==> src/rtl/pci_pkg.sv <==
// rtl/pci_pkg.sv - command codes, target FSM state encoding and default storage depth
package pci_pkg;

  localparam logic [3:0] CMD_MEM_READ  = 4'b0110;
  localparam logic [3:0] CMD_MEM_WRITE = 4'b0111;

  localparam logic [2:0] ST_IDLE  = 3'd0;
  localparam logic [2:0] ST_TURN  = 3'd1;
  localparam logic [2:0] ST_WDATA = 3'd2;
  localparam logic [2:0] ST_RDATA = 3'd3;
  localparam logic [2:0] ST_DISC  = 3'd4;
  localparam logic [2:0] ST_BUSY  = 3'd5;

  localparam int unsigned PCI_DEPTH = 3;

endpackage

==> src/rtl/pci_addr_decode.sv <==
// rtl/pci_addr_decode.sv - address-phase window/command decode for the PCI target
module pci_addr_decode
  import pci_pkg::*;
#(
  parameter logic [31:0] BASE_ADDR = 32'h0000_0000,
  parameter int unsigned DEPTH     = PCI_DEPTH
) (
  input  logic [31:2] ad_i,
  input  logic [3:0]  cbe_n_i,
  output logic        hit_o,
  output logic        cmd_ok_o,
  output logic        is_wr_o
);

  // Only 16-byte granularity is decoded; the word index must also fall inside storage.
  assign hit_o    = (ad_i[31:4] == BASE_ADDR[31:4]) && ({30'b0, ad_i[3:2]} < DEPTH);
  assign cmd_ok_o = (cbe_n_i == CMD_MEM_READ) || (cbe_n_i == CMD_MEM_WRITE);
  assign is_wr_o  = (cbe_n_i == CMD_MEM_WRITE);

endmodule

==> src/rtl/pci_target_ctrl.sv <==
// rtl/pci_target_ctrl.sv - PCI target FSM driving DEVSEL#/TRDY#/STOP# and storage strobes
module pci_target_ctrl
  import pci_pkg::*;
#(
  parameter logic [31:0] BASE_ADDR = 32'h0000_0000,
  parameter int unsigned DEPTH     = PCI_DEPTH,
  parameter int unsigned ADDR_W    = 2
) (
  input  logic              clk,
  input  logic              rst_n,
  input  logic              frame_n,
  input  logic              irdy_n,
  input  logic [3:0]        cbe_n,
  input  logic [31:0]       ad,
  input  logic              trdy_control,
  output logic              devsel_n,
  output logic              trdy_n,
  output logic              stop_n,
  output logic              f,
  output logic              re,
  output logic              we,
  output logic [3:0]        be,
  output logic [ADDR_W-1:0] address
);

  localparam int unsigned      CNT_W   = $clog2(DEPTH + 1);
  localparam logic [CNT_W-1:0] CNT_MAX = CNT_W'(DEPTH);

  logic [2:0]        state_q, state_d;
  logic [CNT_W-1:0]  cnt_q, cnt_d;
  logic              devsel_q, devsel_d, trdy_q, trdy_d, stop_q, stop_d;
  logic              f_q, f_d, re_q, re_d, we_q, we_d;
  logic [3:0]        be_q, be_d;
  logic [ADDR_W-1:0] addr_q, addr_d;
  logic              hit, cmd_ok, is_wr, beat, release_out;
  logic              unused_ad;

  assign unused_ad = ^ad[1:0];

  pci_addr_decode #(.BASE_ADDR(BASE_ADDR), .DEPTH(DEPTH)) u_decode (
    .ad_i     (ad[31:2]),
    .cbe_n_i  (cbe_n),
    .hit_o    (hit),
    .cmd_ok_o (cmd_ok),
    .is_wr_o  (is_wr)
  );

  assign beat = !irdy_n && !trdy_q;

  always_comb begin
    state_d     = state_q;
    cnt_d       = cnt_q;
    devsel_d    = devsel_q;
    trdy_d      = trdy_q;
    stop_d      = stop_q;
    f_d         = f_q;
    re_d        = re_q;
    we_d        = we_q;
    be_d        = be_q;
    addr_d      = addr_q;
    release_out = 1'b0;
    case (state_q)
      ST_IDLE: begin
        if (!frame_n) begin
          if (hit && cmd_ok) begin
            devsel_d = 1'b0;
            f_d      = 1'b0;
            cnt_d    = '0;
            addr_d   = ad[ADDR_W+1:2];
            if (is_wr) begin
              state_d = ST_WDATA;
              we_d    = 1'b1;
              trdy_d  = !trdy_control;
            end else begin
              state_d = ST_TURN;
              re_d    = 1'b1;
              trdy_d  = 1'b1;
            end
          end else begin
            state_d = ST_BUSY;
          end
        end
      end
      ST_TURN: begin
        state_d = ST_RDATA;
        be_d    = ~cbe_n;
        trdy_d  = !trdy_control;
      end
      ST_WDATA, ST_RDATA: begin
        be_d = ~cbe_n;
        if (beat) cnt_d = cnt_q + CNT_W'(1);
        // A completing final beat wins over the burst-length disconnect.
        if (beat && frame_n) begin
          state_d     = ST_IDLE;
          release_out = 1'b1;
        end else if (cnt_d == CNT_MAX) begin
          state_d = ST_DISC;
          stop_d  = 1'b0;
          trdy_d  = 1'b1;
        end else begin
          trdy_d = !(trdy_control && (cnt_d < CNT_MAX));
        end
      end
      ST_DISC: begin
        if (frame_n) begin
          state_d     = ST_BUSY;
          release_out = 1'b1;
        end
      end
      ST_BUSY: begin
        if (frame_n && irdy_n) state_d = ST_IDLE;
      end
      default: begin
        state_d     = ST_IDLE;
        release_out = 1'b1;
      end
    endcase
    if (release_out) begin
      devsel_d = 1'b1;
      trdy_d   = 1'b1;
      stop_d   = 1'b1;
      f_d      = 1'b1;
      re_d     = 1'b0;
      we_d     = 1'b0;
      be_d     = '0;
      addr_d   = '0;
      cnt_d    = '0;
    end
  end

  always_ff @(posedge clk or negedge rst_n) begin
    if (!rst_n) begin
      state_q  <= ST_IDLE;
      cnt_q    <= '0;
      devsel_q <= 1'b1;
      trdy_q   <= 1'b1;
      stop_q   <= 1'b1;
      f_q      <= 1'b1;
      re_q     <= 1'b0;
      we_q     <= 1'b0;
      be_q     <= '0;
      addr_q   <= '0;
    end else begin
      state_q  <= state_d;
      cnt_q    <= cnt_d;
      devsel_q <= devsel_d;
      trdy_q   <= trdy_d;
      stop_q   <= stop_d;
      f_q      <= f_d;
      re_q     <= re_d;
      we_q     <= we_d;
      be_q     <= be_d;
      addr_q   <= addr_d;
    end
  end

  assign devsel_n = devsel_q;
  assign trdy_n   = trdy_q;
  assign stop_n   = stop_q;
  assign f        = f_q;
  assign re       = re_q;
  assign we       = we_q;
  assign be       = be_q;
  assign address  = addr_q;

endmodule

==> config.mk <==
export PLATFORM = sky130hd
export DESIGN_NAME = pci_target_ctrl
export DESIGN_NICKNAME = d
export VERILOG_FILES = /design/src/rtl/pci_pkg.sv /design/src/rtl/pci_addr_decode.sv /design/src/rtl/pci_target_ctrl.sv
export SDC_FILE = /design/constraint.sdc
export NUM_CORES = 1
export LEC_CHECK = 0
export ABC_AREA = 1
export ABC_CLOCK_PERIOD_IN_PS = 1300
export CORE_MARGIN = 5
export CORE_UTILIZATION = 30
export DETAILED_ROUTE_END_ITERATION = 8
export PLACE_DENSITY = 0.71
export SETUP_SLACK_MARGIN = 0.4
export SYNTH_ARGS = -nofsm -noshare
export SYNTH_HDL_FRONTEND = slang
export SYNTH_HIERARCHICAL = 1
export SYNTH_SLANG_ARGS = --single-unit
==> constraint.sdc <==
create_clock -name clk -period 1.3 [get_ports clk]
set_input_delay 0.26 -clock clk [delete_from_list [all_inputs] [get_ports clk]]
set_output_delay 0.26 -clock clk [all_outputs]
set_load 0.02 [all_outputs]
==> results list <==
- Result of the run: finished with violations
- The worst hold path was traced through 2 stages.
* Worst flop-to-flop path startpoint: state_q[0]
* Master cell of the clock root buffer: clkbuf_4
- Most used standard cell by instance count after synthesis: nand2_1
- Based on the critical path, the design can be clocked at up to 756 MHz.
- # Max-Cap Violations: 0
- Setup repair after global routing could not meet its margin everywhere.
* Leakage power summed over all cells: 1.01 nW
- Crit Reg-Reg Endpoint: we
- For this run, the number of Yosys warnings is 6.
* Proportion of layout cells with a drive suffix above 1: 0.410
- Measured along the x axis, the die boundary spans 68.8 microns.
- Share of Yosys cell area claimed by the top area cell type: 0.313
- The area growth from synthesis to layout is 96.5%.
- The worst setup path is captured at a flop.
* Wire length per cell after detailed routing: 11.8 microns
- The via count of the first global-routing pass is 1167.
- Wire length of the first global-routing pass: 5210 microns
- The synthesized design contains 16 register bits.
- Synthesis produced a netlist whose cell count is 146.
- I/O pin cnt: 53
- Ys flop type: dfrtp_1
- In the finished design, the share of the clock period the worst path needs comes to 1.02.
- Worst path arrival time: 1500 ps
- Clock tree buffer depth: 2
* Avg Inst Size Synth: 7.11 sq um
- Min-Delay Path Class: in -> reg
- Post-DR vias/cell: 4.48
* Worst-path clk slew: 100 ps
* Total global routing track utilization: 0.146
- In the synthesized netlist, the cells that appear most often are 44 x nand2_1, 21 x nor2_1, 13 x dfrtp_1, 13 x inv_1, 13 x nand3_1.
* Num Clock Sinks: 16
- TritonCTS buffer count: 3
- Floorplan core area: 3340 sq um
* Worst-skew pair later-pin latency: 290 ps
- The initial antenna violation count is 0.
- For this run, the post-layout net count is 276.
- Min-Delay Endpoint: be[2]
- Worst-margin pin slew: 298 ps
- Cell types with the largest area share after synthesis: dfrtp_1 31%, nand2_1 16%, dfstp_2 7.6%, nor2_1 7.6%, nand3_1 6.3%
* Number of nets in the synthesized netlist: 187
* Hold Fails Final Rpt: 0
* Overall power: 0.00341 W
- Power spread over the standard cell area amounts to 1670 nW/um^2.
* Setup_tns: -38.5 ps
* Top cell type by total area after synthesis: dfrtp_1
- Largest voltage drop on the vdd net: 1.21 mV
* Final-report max-slew violation count: 0
* Iteration-0 DRC count of the detailed router: 46
* TritonCTS clock tree: done
- Of the synthesized area, sequential elements account for 0.389.
- H-tree depth reported by CTS: 1
* Area of the mapped netlist: 1040 sq um
- In this run the worst path has a maximum fanout of 4.
* Final clock skew: 5.73 ps
* DRT Pass-1 Iters: 4
* Initial core utilization: 0.311
* Required time of the critical path: 1480 ps
- Entering global routing, the biggest net connects 17 pins.
- The worst setup path is launched from a flop.
- Worst-case headroom to the max-slew limit: 0.801
- Hold path startpoint: cbe_n[2]
- The final reports fail on setup timing.
- Routed Antenna Nets: 0
* Half-perimeter wire length after placement: 2450 microns
* Global route total overflow: 0
- Die height: 68.8 microns
- The floorplan step defined a die boundary enclosing 4740 sq um.
- Input and output buffers added on the ports amount to 50.
* Type of the setup path with the least slack: reg -> reg
* Fraction of synthesis flops using an asynchronous set or reset pin: 1.00
- R2R depth: 6
* Gp weighted congestion: 0.860
* Min Clock Period, post-route: 1320 ps
* Antenna diode instance count: 0
- After detailed routing, the number of remaining DRC violations is 0.
* Wire length reported by the detailed router: 3320 microns
- Setup slack on the worst reg-to-reg path comes out at -20 ps.
* Number of setup violations in the final report: 4
* CTS Hold Bufs: 0
- Prior to clock tree synthesis, the placed netlist has a worst setup slack of -576 ps.
- Total via count after detailed routing: 1254
* Setup ws final: -23.4 ps
- The floorplan has 21 rows.
* Number of enable-type register cells in the synthesized netlist: 0
* Yosys cell types: 26
-- cells by family (layout without fill, tap and decap cells) --
kind of cell | after synthesis | in the layout | share of synthesized area
AO/OA/AOI/OAI | 20 | 20 | 0.130
XOR/XNOR | 1 | 1 | 0.00844
buffers and inverters | 18 | 106 | 0.0759
flip-flops | 16 | 16 | 0.389
AND/OR/NAND/NOR | 91 | 91 | 0.396
-- state kept, by name, indices dropped and copies added, names as in the netlist --
signal	count
address	2
be	4
cnt_q	2
f	1
re	1
state_q	3
stop_n	1
trdy_n	1
we	1
-- cell type report --
class                   instances  area [sq um]
inverters                      16          67.6
well taps                      46          57.6
multi-input cells             112           687
repair buffers                 86           787
fillers                       300          1300
clock buffers                   4          36.3
flip-flops and latches         16           405
-- metrics by stage --
step           hold slack [ps]  std cells   util  instance area (sq um)
3_5_place_dp               470        260  0.522                   1740
3_3_place_gp               458        260  0.522                   1740
5_1_grt                    283        280  0.612                   2040
4_1_cts                    278        272  0.579                   1930
6_report                   281        280  0.612                   2040
2_1_floorplan            -35.6        146      -                   1060
-- per-layer routing --
metal | global-route usage | part of all wire
met3 | 0.0389 | 0.043
met5 | 0 | 0
met2 | 0.255 | 0.52
met1 | 0.185 | 0.43
met4 | 0.0146 | 0.0045
-- cells in the final DEF, fill, tap and decap left out, types with 4 or more instances in the layout --
master / netlist / final
nand2_1: 44 / 38
buf_4: 1 / 29
clkdlybuf4s15_1: 0 / 27
buf_6: 1 / 16
nor2_1: 21 / 15
dfrtp_1: 13 / 12
inv_1: 13 / 9
nand3_1: 13 / 9
nand2_2: 4 / 5
nand2_4: 0 / 5
dlygate4sd2_1: 0 / 5
nor2_4: 1 / 4
inv_2: 3 / 4
o31ai_1: 4 / 4
o211ai_1: 4 / 4
nand3_2: 1 / 4
o21ai_1: 3 / 4
nor2_2: 1 / 4
-- what timing repair did --
action	CTS	global route
pin swaps	39	16
cloned	1	0
resized for setup	163	18
buffers inserted	7	8
setup endpoints to repair	28	28
-- how the worst max path moves through the flow --
stage	startpoint	to	cells past startpoint
floorplan	trdy_n	be[0]	7
global placement	ad[11]	address[1]	13
detailed placement	ad[11]	address[1]	13
CTS	trdy_n	trdy_n	1
global route	state_q[0]	we	6
finish	state_q[0]	we	6
-- worst max-delay path, stage by stage (launching register included) --
cell	delay [ps]
dfrtp_1	430
nor2_4	200
nand2_2	120
o211ai_1	260
nand2_1	100
nand2_1	60
nand2_1	50
-- power by group --
part           internal, W  switching [W]
registers         0.000679       0.000176
clock network     0.000170       0.000157
logic              0.00109        0.00114
total              0.00194        0.00147
Note: power is estimated with default switching activity, not from simulation.
